## src/rtl/controle_adiantamento_if.sv

```systemverilog
// Handshake bundle between the ID/EX pipeline and the forwarding/hazard unit.
// Carries ID-stage instruction fields in and mux selects / hazard strobes out.
interface controle_adiantamento_if #(
  parameter int REG_BITS  = 5,
  parameter int CONT_BITS = 16
);
  logic                 id_valido;
  logic [REG_BITS-1:0]  id_rs1;
  logic [REG_BITS-1:0]  id_rs2;
  logic [REG_BITS-1:0]  id_rd;
  logic                 id_escreve_reg;
  logic                 id_le_mem;
  logic                 desvio_tomado;
  logic [1:0]           seletor_a;
  logic [1:0]           seletor_b;
  logic                 stall;
  logic                 flush;
  logic [CONT_BITS-1:0] contador_bolhas;

  modport master (
    output id_valido, id_rs1, id_rs2, id_rd,
    output id_escreve_reg, id_le_mem, desvio_tomado,
    input  seletor_a, seletor_b, stall, flush,
    input  contador_bolhas
  );

  modport slave (
    input  id_valido, id_rs1, id_rs2, id_rd,
    input  id_escreve_reg, id_le_mem, desvio_tomado,
    output seletor_a, seletor_b, stall, flush,
    output contador_bolhas
  );
endinterface

```

## src/rtl/controle_adiantamento.sv

```systemverilog
// Forwarding and hazard control for a 5-stage pipeline.
// Shadows EX/MEM/WB to drive operand selects, load-use stall and flush.
module controle_adiantamento #(
  parameter int REG_BITS  = 5,
  parameter int CONT_BITS = 16
) (
  input logic                    clk,
  input logic                    reset,
  controle_adiantamento_if.slave bus
);

  typedef logic [REG_BITS-1:0] reg_t;

  typedef struct packed {
    logic valid;
    reg_t rs1;
    reg_t rs2;
    reg_t rd;
    logic we;
    logic load;
  } ex_t;

  typedef struct packed {
    logic valid;
    reg_t rd;
    logic we;
  } st_t;

  ex_t ex_q, ex_d;
  st_t mem_q, mem_d;
  st_t wb_q, wb_d;
  logic [CONT_BITS-1:0] cont_q, cont_d;

  logic stall, flush;
  logic [1:0] sel_a, sel_b;

  function automatic logic escreve(st_t s, reg_t r);
    return s.valid & s.we & (s.rd == r) & (r != '0);
  endfunction

  function automatic logic [1:0] seleciona(reg_t r);
    logic [1:0] s;
    s = 2'b00;
    if (ex_q.valid) begin
      if (escreve(mem_q, r))
        s = 2'b10;
      else if (escreve(wb_q, r))
        s = 2'b01;
    end
    return s;
  endfunction

  st_t ex_st;
  assign ex_st = '{valid: ex_q.valid, rd: ex_q.rd, we: ex_q.we};

  always_comb begin
    flush = bus.desvio_tomado & ~reset;
    stall = ~reset & ~flush & bus.id_valido & ex_q.load
          & (escreve(ex_st, bus.id_rs1)
           | escreve(ex_st, bus.id_rs2));
    sel_a = seleciona(ex_q.rs1);
    sel_b = seleciona(ex_q.rs2);
  end

  always_comb begin
    ex_d = '0;
    if (bus.id_valido & ~stall & ~flush) begin
      ex_d.valid = 1'b1;
      ex_d.rs1   = bus.id_rs1;
      ex_d.rs2   = bus.id_rs2;
      ex_d.rd    = bus.id_rd;
      ex_d.we    = bus.id_escreve_reg;
      ex_d.load  = bus.id_le_mem;
    end
    mem_d = ex_st;
    wb_d  = mem_q;
    // Saturate instead of wrapping.
    cont_d = cont_q;
    if ((stall | flush) && (cont_q != '1))
      cont_d = cont_q + 1'b1;
  end

  always_ff @(posedge clk or posedge reset) begin
    if (reset) begin
      ex_q   <= '0;
      mem_q  <= '0;
      wb_q   <= '0;
      cont_q <= '0;
    end else begin
      ex_q   <= ex_d;
      mem_q  <= mem_d;
      wb_q   <= wb_d;
      cont_q <= cont_d;
    end
  end

  assign bus.seletor_a       = sel_a;
  assign bus.seletor_b       = sel_b;
  assign bus.stall           = stall;
  assign bus.flush           = flush;
  assign bus.contador_bolhas = cont_q;

endmodule
```

## src/flat_wrapper.sv

```systemverilog
// flat-port wrapper written by rule: the top's interface ports become plain ports
module controle_adiantamento_flat 
#(
  parameter int REG_BITS  = 5,
  parameter int CONT_BITS = 16
)
  (clk, reset, bus_id_valido, bus_id_rs1, bus_id_rs2, bus_id_rd, bus_id_escreve_reg, bus_id_le_mem, bus_desvio_tomado, bus_seletor_a, bus_seletor_b, bus_stall, bus_flush, bus_contador_bolhas);
  controle_adiantamento_if #(.REG_BITS(REG_BITS), .CONT_BITS(CONT_BITS)) bus_i ();
  input logic clk;
  input logic reset;
  input wire logic [$bits(bus_i.id_valido)-1:0] bus_id_valido;
  input wire logic [$bits(bus_i.id_rs1)-1:0] bus_id_rs1;
  input wire logic [$bits(bus_i.id_rs2)-1:0] bus_id_rs2;
  input wire logic [$bits(bus_i.id_rd)-1:0] bus_id_rd;
  input wire logic [$bits(bus_i.id_escreve_reg)-1:0] bus_id_escreve_reg;
  input wire logic [$bits(bus_i.id_le_mem)-1:0] bus_id_le_mem;
  input wire logic [$bits(bus_i.desvio_tomado)-1:0] bus_desvio_tomado;
  output wire logic [$bits(bus_i.seletor_a)-1:0] bus_seletor_a;
  output wire logic [$bits(bus_i.seletor_b)-1:0] bus_seletor_b;
  output wire logic [$bits(bus_i.stall)-1:0] bus_stall;
  output wire logic [$bits(bus_i.flush)-1:0] bus_flush;
  output wire logic [$bits(bus_i.contador_bolhas)-1:0] bus_contador_bolhas;
  assign bus_i.id_valido = bus_id_valido;
  assign bus_i.id_rs1 = bus_id_rs1;
  assign bus_i.id_rs2 = bus_id_rs2;
  assign bus_i.id_rd = bus_id_rd;
  assign bus_i.id_escreve_reg = bus_id_escreve_reg;
  assign bus_i.id_le_mem = bus_id_le_mem;
  assign bus_i.desvio_tomado = bus_desvio_tomado;
  assign bus_seletor_a = bus_i.seletor_a;
  assign bus_seletor_b = bus_i.seletor_b;
  assign bus_stall = bus_i.stall;
  assign bus_flush = bus_i.flush;
  assign bus_contador_bolhas = bus_i.contador_bolhas;
  controle_adiantamento #(.REG_BITS(REG_BITS), .CONT_BITS(CONT_BITS)) u_core (.clk(clk), .reset(reset), .bus(bus_i));
endmodule
```

## config.mk

```make
export PLATFORM = sky130hd
export DESIGN_NAME = controle_adiantamento_flat
export DESIGN_NICKNAME = d
export VERILOG_FILES = /design/src/rtl/controle_adiantamento_if.sv /design/src/rtl/controle_adiantamento.sv /design/src/flat_wrapper.sv
export SDC_FILE = /design/constraint.sdc
export NUM_CORES = 1
export LEC_CHECK = 0
export ABC_CLOCK_PERIOD_IN_PS = 2700
export CORE_MARGIN = 3
export CORE_UTILIZATION = 50
export CTS_BUF_LIST = sky130_fd_sc_hd__clkbuf_16
export DETAILED_ROUTE_END_ITERATION = 6
export HOLD_SLACK_MARGIN = 0.06
export PLACE_DENSITY = 0.77
export SLEW_MARGIN = 20
export SYNTH_ARGS = -nofsm -noshare
export SYNTH_HDL_FRONTEND = slang
export SYNTH_SLANG_ARGS = --single-unit
```

## constraint.sdc

```tcl
create_clock -name clk -period 2.7 [get_ports clk]
set_input_delay 0.27 -clock clk [delete_from_list [all_inputs] [get_ports clk]]
set_output_delay 0.27 -clock clk [all_outputs]
set_load 0.01 [all_outputs]
```

==> results of run 1 <==
## logic make-up (layout without fill, tap and decap cells)
logic type,after synthesis,after routing,share of synthesized area
AOI/OAI and AO/OA,13,13,0.0472
xor gates and xnor gates,36,36,0.142
adders and majority gates,1,1,0.00562
buffers and inverters,9,56,0.0236
DFF,48,48,0.540
muxes,4,4,0.0202
and+or+nand+nor,84,84,0.222
## stage by stage
stage / worst slack [ns] / instance area, µm² / hold WS [ns] / std cells / power (mW)
3_5_place_dp: 0.154 / 2710 / 0.376 / 286 / 1.23
4_1_cts: 0.127 / 2860 / 0.383 / 292 / 1.89
2_1_floorplan: 0.662 / 2230 / 0.354 / 195 / 1.05
3_3_place_gp: 0.208 / 2710 / 0.383 / 286 / 1.22
6_report: 0.135 / 2860 / 0.360 / 292 / 1.88
5_1_grt: 0.0447 / 2860 / 0.393 / 292 / 1.97
## cell usage in the layout (no fill, tap or decap), drive strengths merged, types with 4 or more instances in the layout
cell / count
nand4: 12
clkbuf: 5
mux2: 4
and3: 21
xnor2: 28
nand2: 10
nor3: 8
xor2: 8
dfrtp: 48
nand3: 11
buf: 5
clkdlybuf4s50: 42
nor2: 7
## per-layer routing
metal / vias to the layer above / part of all wire
li1: 789 / -
met1: 799 / 0.46
met2: 37 / 0.49
met3: 9 / 0.033
met4: 0 / 0.017
met5: - / 0
## power breakdown
| group | switching [mW] | total [mW] | leakage, nW | internal [mW] |
|---|---|---|---|---|
| clock network | 0.238 | 0.664 | 0.0757 | 0.426 |
| logic | 0.131 | 0.334 | 0.523 | 0.203 |
| registers | 0.0924 | 0.883 | 0.621 | 0.791 |
## worst paths after layout
kind,slack [ns],start,end
max,0.14,u_core.ex_q[8],bus_seletor_b[0]
min,0.36,reset,u_core.ex_q[0]
max reg2reg,0.41,u_core.ex_q[17],u_core.bus.contador_bolhas[12]
min reg2reg,0.40,u_core.ex_q[1],u_core.mem_q[0]
max in group asynchronous,1.59,reset,u_core.wb_q[5]
min in group clk,0.40,u_core.ex_q[1],u_core.mem_q[0]
## area by class of cell
type	count	area (µm²)	share of cell area
Sequential cell	48	1200	0.420
Multi-Input combinational cell	138	972	0.340
Timing Repair Buffer	47	458	0.160
Clock buffer	5	125	0.0437
Tap cell	50	62.6	0.0219
Clock inverter	1	30.0	0.0105
Inverter	3	11.3	0.00394
## sequential cells by signal, indices dropped and copies added, names as in the netlist
name and count:
u_core.ex_q 18, u_core.mem_q 7, u_core.bus.contador_bolhas 16, u_core.wb_q 7
==> results_dict.tcl, run 1 <==
set metrics [dict create \
    antenna_found_initial 0 \
    syn_nets 217 \
    grt_max_degree 31 \
    synth_top_area_frac 0.540 \
    critPathKind "reg -> out" \
    area_growth_pct 28.5 \
    synth_edf_count 0 \
    synthFlopType "dfrtp_1" \
    cellLeakagePower_nw 1.22 \
    peakVddDrop_mv 0.379 \
    synthCells 195 \
    synth_cell_types 33 \
    ioPinCount 43 \
    clockRootBuffer "clkbuf_16" \
    worst_hold_path_type "in -> async" \
    seq_area_frac_synth 0.540 \
    crit_path_end_kind "output port" \
    routed_wl_um 4660 \
    cts-htree-levels 2 \
    dieArea_mm2 0.00529 \
    dr.first_iter.drc_count 82 \
    finalSetupViolations 0 \
    grt_overflow_total 0 \
    async_flop_share 1.00 \
    syn_area_mm2 0.00223 \
    globalRouteMet1Util 0.276 \
    fin_util 0.690 \
    antenna_cells 0 \
    startpoint_type "flop" \
    yosysWarnings 0 \
    ys_ff_latch 48 \
    slowest_stage "clkdlybuf4s50_1" \
    viasPerCell 5.60 \
    synth_area_per_cell_um2 11.4 \
    grt_use_met3 0.0344 \
    max_freq_ghz 0.390 \
    nets 265 \
    start_util 0.537 \
    grt-busiest-layer "met2" \
    post-route-min-period_ns 2.56 \
    max-clock-path-buffers 2 \
    fin_crit_sh 0.950 \
    r2r_cells 6 \
    fill_cells 328 \
    grtUsageTotal 0.196 \
    cts_made_buffers 5 \
    rsz0062_at_grt "no" \
    drtAntennaViolNets 0 \
    status "finished clean" \
    cellPowerDensity_mw_per_mm2 658 \
    post-cts-setup-buffers 0 \
    fin_skew_ns 0.00589 \
    critical_path.top_delay_family "simple AND/OR/NAND/NOR gates" \
    coreArea_mm2 0.00414 \
    cap_violations 0 \
    core.rowCount 23 \
    dieHeight_um 72.7 \
    clkSinkCount 48 \
    drive_above_1_share 0.107 \
    hold_viol 0 \
    vias 1634 \
    cts_resized 0 \
    dp_hpwl_um 3380 \
    final.setup.tns_ns 0 \
    worstMarginPinSlew_ns 0.659 \
    drt_pass1_iterations 5 \
    clkSlewWorstSetupHoldPaths_ns 0.06 \
    critical_path_cell_count 5 \
    met2_usage 0.302 \
    cp_data_required_time_ns 2.43 \
    port_buffers 42 \
    die_width_um 72.7 \
    avgRoutedWirePerCell_um 16.0 \
    worstPathCellList "or4_1 -> nor2_1 -> nor3_1 -> nor4_1 -> clkdlybuf4s50_1" \
    max_stage_delay_ns 0.58 \
    cp.buffers_inverters 1 \
    yosysTopAreaCell "dfrtp_1" \
    yosysMostFrequentCell "dfrtp_1" \
    drc 0 \
    clk_latency_ns 0.28 \
    drv_slew 0 \
    cts_tree "yes" \
    arrival_ns 2.29 \
    maxSlewHeadroom 0.558 \
    synth_common_cells "dfrtp_1, xnor2_1, and3_1" \
    grt_pass1_wl_um 8050 \
    synth_area_leaders "dfrtp_1, xnor2_1, and3_1" \
    place_congestion 0.786 \
    hold_buffers 0 \
    worst-path-max-fanout 3 \
    grt_pass1_vias 1674 \
]
Power figures use the tool's default switching activity.
==> inputs of run 2 (changes only) <==
Settings changed: PLACE_DENSITY 0.77 to 0.84.
==> results_dict.tcl, run 2 (synthesis gave the netlist of run 1 again) <==
set metrics [dict create \
    post-cts-setup-buffers 0 \
    drv_slew 0 \
    coreArea_mm2 0.00414 \
    viasPerCell 5.54 \
    worstPathCellList "or4_1 -> nor2_1 -> nor3_1 -> nor4_1 -> clkdlybuf4s50_1" \
    max_freq_ghz 0.396 \
    die_width_um 72.7 \
    finalSetupViolations 0 \
    worst_hold_path_type "in -> async" \
    core.rowCount 23 \
    final.setup.tns_ns 0 \
    drive_above_1_share 0.118 \
    hold_viol 0 \
    grt_pass1_wl_um 7800 \
    place_congestion 0.844 \
    antenna_cells 0 \
    maxSlewHeadroom 0.623 \
    hold_buffers 0 \
    status "finished clean" \
    nets 266 \
    cp.buffers_inverters 1 \
    clockRootBuffer "clkbuf_16" \
    antenna_found_initial 0 \
    grt_overflow_total 0 \
    hold_ws_ns 0.406 \
    dp_hpwl_um 3330 \
    largest_reg_flops 18 \
    cellLeakagePower_nw 1.25 \
    p_sw_frac 0.254 \
    pwr-share-seq 0.459 \
    port_buffers 42 \
    cts_tree "yes" \
    rsz0062_at_grt "no" \
    start_util 0.537 \
    clkSlewWorstSetupHoldPaths_ns 0.07 \
    dieHeight_um 72.7 \
    cts-htree-levels 2 \
    fin_crit_sh 0.935 \
    worst-path-max-fanout 3 \
    arrival_ns 2.25 \
    routed_wl_um 4480 \
    post-route-min-period_ns 2.52 \
    cap_violations 0 \
    ioPinCount 43 \
    critPathKind "reg -> out" \
    drt_pass1_iterations 4 \
    clk_latency_ns 0.29 \
    top_register "u_core.ex_q" \
    worstMarginPinSlew_ns 0.560 \
    cellPowerDensity_mw_per_mm2 666 \
    internal_power_mw 1.43 \
    final_cell_mix "dfrtp_1, clkdlybuf4s50_1, xnor2_1, and3_1, nand4_1" \
    fin_skew_ns 0.00422 \
    r2r_cells 6 \
    max_stage_delay_ns 0.57 \
    peakVddDrop_mv 0.429 \
    grt_max_degree 25 \
    p_sw_uw 488 \
    grtUsageTotal 0.192 \
    r2r_slack_ns 0.41 \
    r2r-end "u_core.bus.contador_bolhas[12]" \
    final_common_cell "dfrtp_1" \
    startpoint_type "flop" \
    power_frac_comb 0.174 \
    clkSinkCount 48 \
    slowest_stage "clkdlybuf4s50_1" \
    cp_data_required_time_ns 2.43 \
    critical_path.top_delay_family "simple AND/OR/NAND/NOR gates" \
    vias 1634 \
    crit_path_end_kind "output port" \
    power_frac_clock 0.367 \
    avgRoutedWirePerCell_um 15.2 \
    drc 0 \
    cts_made_buffers 5 \
    drtAntennaViolNets 0 \
    max-clock-path-buffers 2 \
    cts_resized 0 \
    grt_pass1_vias 1661 \
    area_growth_pct 29.7 \
    dr.first_iter.drc_count 92 \
    rr_startpoint "u_core.ex_q[17]" \
    dieArea_mm2 0.00529 \
]
[run 2: cell types whose count changed in the layout (fill, tap and decap cells not counted)]
| cell | delta |
|---|---|
| clkdlybuf4s50_1 | -1 |
| buf_4 | +1 |
| clkinv_4 | +2 |
| dlymetal6s2s_1 | +1 |
[run 2: area by class of cell]
cell class / instances / area, µm²
Multi-Input combinational cell: 138 / 972
Fill cell: 295 / 1260
Timing Repair Buffer: 48 / 468
Tap cell: 50 / 62.6
Sequential cell: 48 / 1200
Clock inverter: 3 / 47.5
Clock buffer: 5 / 125
Inverter: 3 / 11.3
[run 2: worst min-delay path, cell delays in order]
cell,delay (ns)
clkdlybuf4s50_1,0.45
clkinv_1,0.08
buf_4,0.29
[run 2: metal layers]
metal / global-route usage / wire length, µm
met5: 0 / 0
met4: 0.0656 / 68
met3: 0.0427 / 165
met2: 0.305 / 2220
met1: 0.261 / 2020
[run 2: metrics by stage]
| stage | utilization | power [mW] | cells | area (µm²) | worst slack, ns |
|---|---|---|---|---|---|
| finish | 0.697 | 1.92 | 295 | 2890 | 0.175 |
| floorplan | - | 1.05 | 195 | 2230 | 0.662 |
| CTS | 0.696 | 1.93 | 295 | 2890 | 0.112 |
| global placement | 0.655 | 1.22 | 287 | 2710 | 0.241 |
| detailed placement | 0.655 | 1.23 | 287 | 2710 | 0.132 |
| global route | 0.697 | 2.01 | 295 | 2890 | 0.0726 |
[run 2: power groups by stage]
stage / combinational (mW) / clock (mW) / sequential [mW]
floorplan: 0.164 / 0 / 0.890
global placement: 0.330 / 0 / 0.892
detailed placement: 0.339 / 0 / 0.895
CTS: 0.340 / 0.712 / 0.883
global route: 0.366 / 0.746 / 0.895
finish: 0.334 / 0.706 / 0.882
[run 2: how the worst max path moves through the flow]
stage	end	startpoint	depth (start not counted)
after global placement	u_core.bus.contador_bolhas[12]	bus_id_valido	7
after global routing	bus_seletor_a[0]	u_core.ex_q[13]	5
final	bus_seletor_a[0]	u_core.ex_q[14]	5
after detailed placement	u_core.bus.contador_bolhas[12]	bus_id_valido	7
after CTS	bus_seletor_b[0]	u_core.ex_q[8]	5
after floorplan	u_core.bus.contador_bolhas[1]	u_core.ex_q[17]	7
==> inputs of run 3 (changes only) <==
Settings changed: TNS_END_PERCENT set to 5.
==> results of run 3 <==
Final layout, timing and power as in run 2 (identical DEF).
